## src/rtl/bin2bcd_seq.sv

```systemverilog
// bin2bcd_seq: iterative shift-and-add-3 binary-to-BCD converter with start/done handshake.
// Define BIN2BCD_SEG_EN to add a registered active-low seven-segment output (hex).
module bin2bcd_seq #(
  parameter int W = 5,
  parameter int DIGITS = 2
) (
  input  logic                  CLOCK_50,
  input  logic                  RESETN,
  input  logic                  start,
  input  logic [W-1:0]          bin,
  output logic                  busy,
  output logic                  done,
  output logic [4*DIGITS-1:0]   bcd,
  output logic                  ovf
`ifdef BIN2BCD_SEG_EN
  ,
  output logic [7*DIGITS-1:0]   hex
`endif
);
  localparam int CW = $clog2(W + 1);
  localparam int BW = 4 * DIGITS;
  typedef enum logic {IDLE, SHIFT} state_t;
  state_t state_q, state_d;
  logic [W-1:0] sr_q, sr_d, sr_sh;
  logic [BW-1:0] sc_q, sc_d, adj, sc_sh;
  logic [CW-1:0] cnt_q, cnt_d;
  logic of_q, of_d, carry, fin;
  assign busy = state_q == SHIFT;
  always_comb begin
    for (int k = 0; k < DIGITS; k++)
      adj[4*k +: 4] = sc_q[4*k +: 4] >= 4'd5 ? sc_q[4*k +: 4] + 4'd3 : sc_q[4*k +: 4];
    {carry, sc_sh, sr_sh} = {adj, sr_q, 1'b0};
    state_d = state_q;
    sr_d = sr_q;
    sc_d = sc_q;
    of_d = of_q;
    cnt_d = cnt_q;
    fin = 1'b0;
    if (state_q == IDLE && start) begin
      sr_d = bin;
      sc_d = '0;
      of_d = 1'b0;
      cnt_d = CW'(W);
      state_d = SHIFT;
    end else if (state_q == SHIFT) begin
      sr_d = sr_sh;
      sc_d = sc_sh;
      of_d = of_q | carry;
      cnt_d = cnt_q - 1'b1;
      fin = cnt_q == CW'(1);
      state_d = fin ? IDLE : SHIFT;
    end
  end
  always_ff @(posedge CLOCK_50 or negedge RESETN) begin
    if (!RESETN) begin
      state_q <= IDLE;
      sr_q <= '0;
      sc_q <= '0;
      of_q <= 1'b0;
      cnt_q <= '0;
      done <= 1'b0;
      bcd <= '0;
      ovf <= 1'b0;
    end else begin
      state_q <= state_d;
      sr_q <= sr_d;
      sc_q <= sc_d;
      of_q <= of_d;
      cnt_q <= cnt_d;
      done <= fin;
      if (fin) begin
        bcd <= sc_d;
        ovf <= of_d;
      end
    end
  end
`ifdef BIN2BCD_SEG_EN
  function automatic logic [6:0] seg7(input logic [3:0] d);
    case (d)
      4'd0: seg7 = 7'b1000000;
      4'd1: seg7 = 7'b1111001;
      4'd2: seg7 = 7'b0100100;
      4'd3: seg7 = 7'b0110000;
      4'd4: seg7 = 7'b0011001;
      4'd5: seg7 = 7'b0010010;
      4'd6: seg7 = 7'b0000010;
      4'd7: seg7 = 7'b1111000;
      4'd8: seg7 = 7'b0000000;
      4'd9: seg7 = 7'b0010000;
      default: seg7 = 7'b0111111;
    endcase
  endfunction
  logic [7*DIGITS-1:0] hex_d;
  always_comb begin
    for (int k = 0; k < DIGITS; k++)
      hex_d[7*k +: 7] = of_d ? 7'b0111111 : seg7(sc_d[4*k +: 4]);
  end
  always_ff @(posedge CLOCK_50 or negedge RESETN) begin
    if (!RESETN) hex <= {DIGITS{7'b1000000}};
    else if (fin) hex <= hex_d;
  end
`endif
endmodule

```

## config.mk

```make
export PLATFORM = sky130hd
export DESIGN_NAME = bin2bcd_seq
export DESIGN_NICKNAME = d
export VERILOG_FILES = /design/src/rtl/bin2bcd_seq.sv
export SDC_FILE = /design/constraint.sdc
export NUM_CORES = 1
export LEC_CHECK = 0
export CORE_ASPECT_RATIO = 0.75
export CORE_MARGIN = 1
export CORE_UTILIZATION = 50
export CTS_CLUSTER_SIZE = 10
export DETAILED_ROUTE_END_ITERATION = 7
export GPL_ROUTABILITY_DRIVEN = 0
export PLACE_DENSITY = 0.82
export SYNTH_ARGS = -nofsm -noshare
export SYNTH_HDL_FRONTEND = slang
export SYNTH_SLANG_ARGS = --single-unit
export TNS_END_PERCENT = 50
```

## constraint.sdc

```tcl
create_clock -name CLOCK_50 -period 2 [get_ports CLOCK_50]
set_clock_uncertainty 0.2 [all_clocks]
set_input_delay 0.3 -clock CLOCK_50 [delete_from_list [all_inputs] [get_ports CLOCK_50]]
set_output_delay 0.3 -clock CLOCK_50 [all_outputs]
set_load 0.1 [all_outputs]
```

==> impl_metrics.env <==
export IMPL_r2r_cells=6
export IMPL_n_antenna_cell=0
export IMPL_die_w_um=61.8
export IMPL_num_nets_final=151
export IMPL_critPathLaunchType="register"
export IMPL_setup_viol=0
export IMPL_critPathKind="register to register"
export IMPL_cts_buffer_depth=2
export IMPL_grt_max_degree=29
export IMPL_synth_area_per_cell_um2=11.7
export IMPL_first_global_vias=831
export IMPL_start_util_pct=55.4
export IMPL_layout_commonest_cell="dfrtp_1"
export IMPL_cap_violations=0
export IMPL_worst_pin_slew_ns=0.385
export IMPL_wirelength_um=2380
export IMPL_grt_pass1_wl_um=3900
export IMPL_synthDistinctLibCells=24
export IMPL_ys_seq_area_share_pct=52.2
export IMPL_synth_area_top_cells="dfrtp_1 (52%), mux2_4 (7.8%), ha_1 (5.6%)"
export IMPL_avgRoutedWirePerCell_um=14.0
export IMPL_rsz0062_at_grt="no"
export IMPL_drcViolationCount=0
export IMPL_worst_r2r_startpoint="cnt_q[1]"
export IMPL_clock_latency_ns=0.32
export IMPL_hp_class="input pin to async pin"
export IMPL_reg2reg_slack_ns=0.23
export IMPL_ctsHoldBuffers=0
export IMPL_drt_iter0_markers=31
export IMPL_layout_common_cells="dfrtp_1 (27), nand2_1 (12), o21ai_0 (11)"
export IMPL_netlist_area_leader_share_pct=52.2
export IMPL_io_pins=19
export IMPL_period_needed_ns=1.77
export IMPL_final_hold_viol_count=0
export IMPL_vias=877
export IMPL_n_fill_cell=181
export IMPL_cts_buffers=3
export IMPL_clock_sinks=28
export IMPL_first_pass_iters=4
export IMPL_grt_use_met3_pct=4.96
export IMPL_cts_root_buf="clkbuf_4"
export IMPL_antenna_found_initial=0
export IMPL_busiest_layer="met2"
export IMPL_worstPathMaxFanout=9
export IMPL_required_ns=2.02
export IMPL_fin_crit_sh_pct=88.7
export IMPL_synth_top_cell_by_area="dfrtp_1"
export IMPL_coreArea_mm2=0.00242
export IMPL_gr_total_overflow=0
export IMPL_synth_cells=115
export IMPL_tns_ns=0
export IMPL_viasPerCell=5.16
export IMPL_numPortBuffers=18
export IMPL_areaGrowthSynthToFinish_pct=25.6
export IMPL_grt_use_met1_pct=27.8
export IMPL_tritoncts="built"
export IMPL_relSlewSlack_pct=74.3
export IMPL_r2r_end="bcd[0]"
export IMPL_layout_drive_gt1_share_pct=22.1
export IMPL_synth_seq_cells=28
export IMPL_fmax_ghz=0.564
export IMPL_syn_cell_area_mm2=0.00134
export IMPL_dp_hpwl_um=1770
export IMPL_ys_warn_count=0
export IMPL_die_y_um=46.9
export IMPL_track_usage_pct=19.4
export IMPL_syn_num_nets=129
export IMPL_clk_pin_slew_ns=0.14
export IMPL_die_area_mm2=0.00290
export IMPL_worst_ep_arrival_time_ns=1.79
export IMPL_cp_end_kind="register"
export IMPL_cts_resized=0
export IMPL_groute_layer_met2_usage_pct=30.1
export IMPL_post_cts_setup_buffers=0
export IMPL_status="finished clean"
export IMPL_report_final_slew_viol_count=0
export IMPL_drt_antenna_violating_nets=0
export IMPL_h_tree_depth=1
export IMPL_rows=15
cell families (layout without fill, tap and decap cells):
family / count (synthesis) / in the layout / synth area share, %
compound gates: 25 / 25 / 12.0
mux: 14 / 14 / 13.1
fa+ha+maj: 6 / 6 / 5.60
flops: 28 / 28 / 52.2
buf+inv: 13 / 34 / 5.78
simple gates: 26 / 26 / 9.33
xor+xnor: 3 / 3 / 1.96
cell type report:
class                      instances  area [um2]  share of cell area [%]
timing repair buffer              22         308                    18.3
tap                               34        42.5                    2.53
inverter                           8        42.5                    2.53
clock buffer                       4        26.3                    1.56
multi-input combinational         74         563                    33.4
sequential                        28         702                    41.7
worst max-delay path: stages (launching register included):
cell,delay [ns]
dfrtp_1,0.41
inv_1,0.09
ha_1,0.14
nand2_1,0.04
or2_1,0.35
inv_12,0.15
mux2_4,0.30
flip-flops by register name, indices dropped and copies added (netlist names):
register,count
busy,1
done,1
sc_q,8
ovf,1
bcd,8
cnt_q,3
of_q,1
sr_q,5
how the worst max path moves through the flow:
stage | start | end | depth (start not counted) | slack (ns)
6_report | cnt_q[1] | bcd[0] | 6 | 0.23
5_1_grt | sc_q[4] | ovf | 6 | 0.08
4_1_cts | cnt_q[1] | bcd[1] | 6 | 0.20
3_5_place_dp | cnt_q[1] | bcd[2] | 6 | 0.22
3_3_place_gp | start | bcd[0] | 4 | 0.29
2_1_floorplan | busy | bcd[0] | 6 | 0.06
synthesized netlist by cell type:
| library cell | instances |
|---|---|
| nor2_1 | 3 |
| a21oi_2 | 2 |
| nor3_1 | 2 |
| buf_6 | 1 |
| xnor2_1 | 3 |
| or2_1 | 1 |
| nor2_2 | 1 |
| a211oi_1 | 1 |
| or3_1 | 1 |
| o21ai_0 | 11 |
| inv_1 | 7 |
| nand2b_1 | 4 |
| a22o_1 | 7 |
| nor3b_1 | 2 |
| buf_4 | 2 |
| clkbuf_1 | 1 |
| nand2_1 | 12 |
| ha_1 | 6 |
| mux2_4 | 7 |
| a21oi_1 | 4 |
| buf_2 | 1 |
| inv_12 | 1 |
| mux2i_1 | 7 |
| dfrtp_1 | 28 |
metal layers:
layer  wire length, um  part of all wire [%]
met5                 0                     0
met4                14                  0.59
met3                83                   3.5
met2              1100                    46
met1              1190                    50
through the flow:
stage | cells | utilization, % | cell area, um2 | hold slack, ns | worst slack [ns]
after global routing | 170 | 69.6 | 1680 | 0.163 | 0.0784
final | 170 | 69.6 | 1680 | 0.136 | 0.227
after global placement | 166 | 68.5 | 1660 | 0.263 | 0.290
after CTS | 170 | 69.6 | 1680 | 0.140 | 0.197
after floorplan | 115 | - | 1340 | -0.196 | 0.0553
after detailed placement | 166 | 68.5 | 1660 | 0.275 | 0.225
Power is left out: the tool's default activity adds up to more than one toggle a clock period on the data nets, which glitch-free logic cannot reach.
